## src/rtl/hazard_ctrl.sv

```systemverilog
// hazard_ctrl: EX-stage forwarding, load-use/RAW stall, branch flush, MDU hold FSM and
// saturating event counters. Define HAZARD_FWD_EN to enable operand forwarding.
module hazard_ctrl #(
    parameter int unsigned REG_ADDR_WIDTH = 5,
    parameter int unsigned CNT_WIDTH      = 32
) (
    input  logic                      clk,
    input  logic                      rst_n,
    input  logic [REG_ADDR_WIDTH-1:0] Rs1D,
    input  logic [REG_ADDR_WIDTH-1:0] Rs2D,
    input  logic [REG_ADDR_WIDTH-1:0] Rs1E,
    input  logic [REG_ADDR_WIDTH-1:0] Rs2E,
    input  logic [REG_ADDR_WIDTH-1:0] RdE,
    input  logic                      RegWriteE,
    input  logic [1:0]                ResultSrcE,
    input  logic [REG_ADDR_WIDTH-1:0] RdM,
    input  logic [REG_ADDR_WIDTH-1:0] RdW,
    input  logic                      RegWriteM,
    input  logic                      RegWriteW,
    input  logic                      PCSrcE,
    input  logic                      MduOpE,
    input  logic                      MduDone,
    output logic [1:0]                ForwardAE,
    output logic [1:0]                ForwardBE,
    output logic                      StallF,
    output logic                      StallD,
    output logic                      StallE,
    output logic                      FlushD,
    output logic                      FlushE,
    output logic                      FlushM,
    output logic                      MduStart,
    output logic                      MduBusy,
    output logic [CNT_WIDTH-1:0]      LoadUseCnt,
    output logic [CNT_WIDTH-1:0]      FlushCnt,
    output logic [CNT_WIDTH-1:0]      MduStallCnt
);

    typedef enum logic {
        IDLE = 1'b0,
        BUSY = 1'b1
    } state_e;

    state_e               state_q, state_d;
    logic                 hz_stall;
    logic                 mdu_stall;
    logic [CNT_WIDTH-1:0] load_use_cnt_q, load_use_cnt_d;
    logic [CNT_WIDTH-1:0] flush_cnt_q, flush_cnt_d;
    logic [CNT_WIDTH-1:0] mdu_stall_cnt_q, mdu_stall_cnt_d;

    function automatic logic [CNT_WIDTH-1:0] sat_inc(input logic [CNT_WIDTH-1:0] cnt,
                                                     input logic en);
        if (en && (cnt != '1)) return cnt + 1'b1;
        return cnt;
    endfunction

`ifdef HAZARD_FWD_EN
    function automatic logic [1:0] fwd_sel(input logic [REG_ADDR_WIDTH-1:0] rs,
                                           input logic [REG_ADDR_WIDTH-1:0] rd_m,
                                           input logic                      we_m,
                                           input logic [REG_ADDR_WIDTH-1:0] rd_w,
                                           input logic                      we_w);
        if (we_m && (rd_m != '0) && (rd_m == rs)) return 2'b10;
        if (we_w && (rd_w != '0) && (rd_w == rs)) return 2'b01;
        return 2'b00;
    endfunction

    always_comb begin
        ForwardAE = fwd_sel(Rs1E, RdM, RegWriteM, RdW, RegWriteW);
        ForwardBE = fwd_sel(Rs2E, RdM, RegWriteM, RdW, RegWriteW);
        hz_stall  = (ResultSrcE == 2'b01) && (RdE != '0) && ((RdE == Rs1D) || (RdE == Rs2D));
    end
`else
    // Without forwarding, any pending EX/MEM write to an ID source must wait; WB writes
    // are covered by the first-half-cycle register file write.
    logic unused_fwd;
    assign unused_fwd = ^{Rs1E, Rs2E, RdW, RegWriteW, ResultSrcE};

    always_comb begin
        ForwardAE = 2'b00;
        ForwardBE = 2'b00;
        hz_stall  = (RegWriteE && (RdE != '0) && ((RdE == Rs1D) || (RdE == Rs2D))) ||
                    (RegWriteM && (RdM != '0) && ((RdM == Rs1D) || (RdM == Rs2D)));
    end
`endif

    always_comb begin
        state_d  = state_q;
        MduStart = 1'b0;
        case (state_q)
            IDLE: begin
                if (MduOpE) begin
                    MduStart = 1'b1;
                    state_d  = BUSY;
                end
            end
            BUSY: begin
                if (MduDone) state_d = IDLE;
            end
            default: state_d = IDLE;
        endcase
    end

    always_comb begin
        MduBusy   = (state_q == BUSY);
        mdu_stall = MduOpE && !((state_q == BUSY) && MduDone);
        StallE    = mdu_stall;
        FlushM    = mdu_stall;
        StallF    = mdu_stall | hz_stall;
        StallD    = mdu_stall | hz_stall;
        // A held MDU op stays in ID/EX, so a load-use bubble must not overwrite it.
        FlushE    = PCSrcE | (hz_stall & ~mdu_stall);
        FlushD    = PCSrcE;
    end

    always_comb begin
        load_use_cnt_d  = sat_inc(load_use_cnt_q, hz_stall & ~mdu_stall);
        flush_cnt_d     = sat_inc(flush_cnt_q, PCSrcE);
        mdu_stall_cnt_d = sat_inc(mdu_stall_cnt_q, mdu_stall);
    end

    always_ff @(posedge clk or negedge rst_n) begin
        if (!rst_n) begin
            state_q         <= IDLE;
            load_use_cnt_q  <= '0;
            flush_cnt_q     <= '0;
            mdu_stall_cnt_q <= '0;
        end else begin
            state_q         <= state_d;
            load_use_cnt_q  <= load_use_cnt_d;
            flush_cnt_q     <= flush_cnt_d;
            mdu_stall_cnt_q <= mdu_stall_cnt_d;
        end
    end

    assign LoadUseCnt  = load_use_cnt_q;
    assign FlushCnt    = flush_cnt_q;
    assign MduStallCnt = mdu_stall_cnt_q;

endmodule

```

## config.mk

```make
export PLATFORM = sky130hd
export DESIGN_NAME = hazard_ctrl
export DESIGN_NICKNAME = d
export VERILOG_FILES = /design/src/rtl/hazard_ctrl.sv
export SDC_FILE = /design/constraint.sdc
export NUM_CORES = 1
export LEC_CHECK = 0
export ABC_CLOCK_PERIOD_IN_PS = 4500
export BUFFER_PORTS_ARGS = -buffer_cell sky130_fd_sc_hd__buf_2
export CORE_MARGIN = 2
export CORE_UTILIZATION = 25
export CTS_CLUSTER_DIAMETER = 40
export CTS_CLUSTER_SIZE = 25
export DETAILED_ROUTE_END_ITERATION = 16
export GPL_TIMING_DRIVEN = 1
export PLACE_DENSITY = 0.54
export RECOVER_POWER = 100
export SKIP_LAST_GASP = 1
export SYNTH_ARGS = -nofsm -noshare
export SYNTH_HDL_FRONTEND = slang
export SYNTH_SLANG_ARGS = --single-unit
export TNS_END_PERCENT = 10
```

## constraint.sdc

```tcl
create_clock -name clk -period 4.5 [get_ports clk]
set_clock_uncertainty 0.1 [all_clocks]
set_input_delay 0.9 -clock clk [delete_from_list [all_inputs] [get_ports clk]]
set_output_delay 0.9 -clock clk [all_outputs]
set_load 0.03 [all_outputs]
```

==> run summary <==
The congestion estimate from routability-driven global placement came to 0.759. The register clock-pin slew on the reported worst setup and hold paths works out to 0.07 ns. The final routed wire length divided by cell count was 13.7 um; the cell area after technology mapping was 4990 sq um. In this run the deepest clock path goes through 2 buffers. The cell sitting at the root of the clock tree is a sky130_fd_sc_hd__clkbuf_16. Post-synthesis cell count: 487.

Clock latency on the worst-skew pair, taken at its later pin, is 0.34 ns. The initial antenna violation count is 0. The slowest stage of the critical path belongs to the cell sky130_fd_sc_hd__clkbuf_1. The first detailed-routing pass ran for 4 iterations.

In the detailed route, the total length drawn on met2 is 5520 um. The relative slew slack was -0.0628. The die span in y was 145 um. The analysis attributes to cell leakage a power of 0.00261 uW.

The proportion of register bits with asynchronous set or reset after synthesis came out at 1.00. The unique cell type count in the Yosys netlist is 50, and the power per unit of standard cell area is 390 nW/um^2. For the final number of hold-violating endpoints, the log shows 0.

Routed signal wires occupy layers up through met4. Setup repair after global routing left no endpoint under its margin. Dominant delay contributor by cell family on the critical path: buffers and inverters. The max-slew violation count is 63, and the number of I/O port buffers is 130.

The run gives 0.256 as the effective utilization at floorplan. The basic-gate share of the synthesized area counting and, or, nand and nor cells is 0.249. After legalization and detailed placement, the total HPWL measured 8890 um. Post-CTS repair changed the size of 0 cells. The number of synthesis warnings was 0. Measured along the x axis, the die boundary spans 145 um.

The data arrival time of the critical path was 3.78 ns; the detailed-route DRC error count was 0. The tools report the sort of element at the end of the critical path as a register. TritonCTS built the clock tree.

The total congestion overflow after global routing was 0; the count of buffer and inverter cells on the critical path was 2. For the number of buffers inserted to repair setup after CTS, the log shows 0. The number of diodes added for antenna fixing was 0.

The commonest register cell after synthesis is sky130_fd_sc_hd__dfrtp_1. The maximum VDD drop is 0.211 mV. The post-synthesis sequential area ratio came out at 0.486.

Summing over every cut layer, the via total after detailed routing is 3,960. The data required time at the worst endpoint came out at 4.66 ns. The run finished, with violations left.

Pin placement for this block handled 153 I/O pins. The number of enable-type register cells in the synthesized netlist is 0, and the number of buffers inserted by hold repair at cts is 0. In this run the worst path has a maximum fanout of 31. OpenSTA, run right after detailed placement, puts the worst setup slack at 0.918 ns. The fraction of the mapped netlist area in adder cells was 0.00752; the floorplan row count was 51.

The min-delay analysis places its worst path in the category reg -> reg. The run gives 63 as the maximum number of pins on one net before global-route repair. The layout cell share with drive strength beyond 1 was 0.0812.

The fraction of synthesized area in multiplexers works out to 0.00878. The final critical path time including I/O delays and setup is 3.62 ns. Largest family of logic cells by synthesized area: simple AND/OR/NAND/NOR gates. The post-route clock period utilization was 0.805.

After synthesis the netlist holds a flip-flop and latch count of 97. In the detailed route, the total length drawn on met3 is 561 um. The worst setup path is of the in -> reg kind.

The total global-route track usage was 0.116; the mean post-synth cell area was 10.2 sq um. STA classifies the critical path startpoint as an input pin. The compound-cell area share of the yosys netlist works out to 0.0321. The checks that failed: max-capacitance violations, max-slew violations.

The most frequent standard cell in the layout excluding fill and tap cells is sky130_fd_sc_hd__clkbuf_1. In the layout the commonest cells are 109 x sky130_fd_sc_hd__clkbuf_1, 97 x sky130_fd_sc_hd__dfrtp_1, 61 x sky130_fd_sc_hd__xnor2_1. The met1 wire length was 6030 um; the transition at the pin with the smallest max-transition slack was 1.59 ns.

After the last flow step, the layout net total stands at 671. The global-route wire length before repair was 20,100 um. The delay of the slowest critical-path stage came out at 1.06 ns.

The logs give 0.312 for the end-of-flow core utilization and 0.393 ns for the hold slack. After routing, the total negative slack on setup checks comes to 0 ns. The tools report the max-capacitance violation count as 1. The H-tree depth reported by CTS is 3, and the worst setup slack after layout is 0.879 ns. The number of nets with antenna violations after detailed routing is 0, and the via-per-instance ratio is 4.43. The timing-limited maximum frequency is 276 MHz, and the number of global-route vias before repair is 3,848.

Walking the worst path, the cells encountered are clkbuf_1, xor2_1, nor3_1, a22oi_1, o32ai_1, clkbuf_1, nor4bb_1, xor2_1. Setup violations remaining at the end of the flow were counted as 0. After the first detailed-routing iteration, the DRC count stood at 107. The core region is 19,500 sq um. The tree built by TritonCTS fans out to 97 sinks.

The final layout contains routed wiring with a total length of 12,200 um. The parity-gate share of the synthesized area counting xor and xnor cells works out to 0.191. The floorplan step defined a die boundary enclosing 21,100 sq um.

Counting the buffers created by CTS gives 9. The area growth from synthesis to layout is 22.0%.
==> final timing paths <==
| path | slack [ns] | cells after the start | from | to |
|---|---|---|---|---|
| max | 0.88 | 8 | Rs1D[1] | LoadUseCnt[27]$_DFFE_PN0P_ |
| min | 0.39 | 1 | MduStallCnt[17]$_DFFE_PN0P_ | MduStallCnt[17]$_DFFE_PN0P_ |
| max reg2reg | 1.26 | 7 | MduBusy$_DFF_PN0_ | LoadUseCnt[27]$_DFFE_PN0P_ |
| min reg2reg | 0.39 | 1 | MduStallCnt[17]$_DFFE_PN0P_ | MduStallCnt[17]$_DFFE_PN0P_ |
| max in group asynchronous | 1.76 | 2 | rst_n | LoadUseCnt[28]$_DFFE_PN0P_ |
| min in group asynchronous | 0.84 | 1 | rst_n | MduStallCnt[27]$_DFFE_PN0P_ |
==> state kept, by name, summed over array words and instances (netlist names) <==
signal / cells
MduStallCnt: 32
LoadUseCnt: 32
MduBusy: 1
FlushCnt: 32
==> layer usage <==
layer	vias up	global-route usage
li1	1970	-
met1	1908	0.158
met2	73	0.182
met3	9	0.0327
met4	0	0.0294
met5	-	0
==> where the power goes <==
part / switching (uW) / internal [uW]
sequential: 117 / 960
clock: 346 / 450
combinational: 356 / 146
total: 820 / 1560
==> final cells by class <==
cell class,count,area [sq um]
Clock inverter,5,62.6
Timing Repair Buffer,135,546
Sequential cell,97,2430
Clock buffer,11,243
Inverter,11,41.3
Fill cell,2130,13400
Multi-Input combinational cell,369,2430
Tap cell,265,332
==> synth_stat cells (3+ instances only) <==
master / count / area [sq um]
sky130_fd_sc_hd__and3_1: 22 / 138
sky130_fd_sc_hd__nor2_1: 30 / 113
sky130_fd_sc_hd__nor4_1: 4 / 25.0
sky130_fd_sc_hd__and4_1: 14 / 123
sky130_fd_sc_hd__xor2_1: 48 / 420
sky130_fd_sc_hd__nand3_1: 40 / 200
sky130_fd_sc_hd__nand2_1: 43 / 161
sky130_fd_sc_hd__nor2b_1: 3 / 18.8
sky130_fd_sc_hd__buf_4: 7 / 52.6
sky130_fd_sc_hd__ha_1: 3 / 37.5
sky130_fd_sc_hd__mux2_2: 3 / 33.8
sky130_fd_sc_hd__nand4_1: 25 / 156
sky130_fd_sc_hd__nor3_1: 21 / 105
sky130_fd_sc_hd__a21oi_1: 4 / 20.0
sky130_fd_sc_hd__o21ai_0: 3 / 15.0
sky130_fd_sc_hd__dfrtp_1: 97 / 2430
sky130_fd_sc_hd__xnor2_1: 61 / 534
sky130_fd_sc_hd__and2_1: 4 / 25.0
sky130_fd_sc_hd__clkbuf_1: 5 / 18.8
sky130_fd_sc_hd__inv_1: 11 / 41.3
==> cells by family after synthesis <==
kind of cell    count (synthesis)
compound gates                 22
xor+xnor                      109
fa+ha+maj                       3
flops                          97
mux                             4
other cells                     1
buf+inv                        24
simple gates                  227
==> through the flow <==
stage               area (sq um)  cells  power (uW)
global route                6090    893        2510
finish                      6090    893        2380
CTS                         6270    893        2450
global placement            5970    877        1630
floorplan                   5000    490        1440
detailed placement          5970    877        1630
Power figures use the tool's default switching activity.
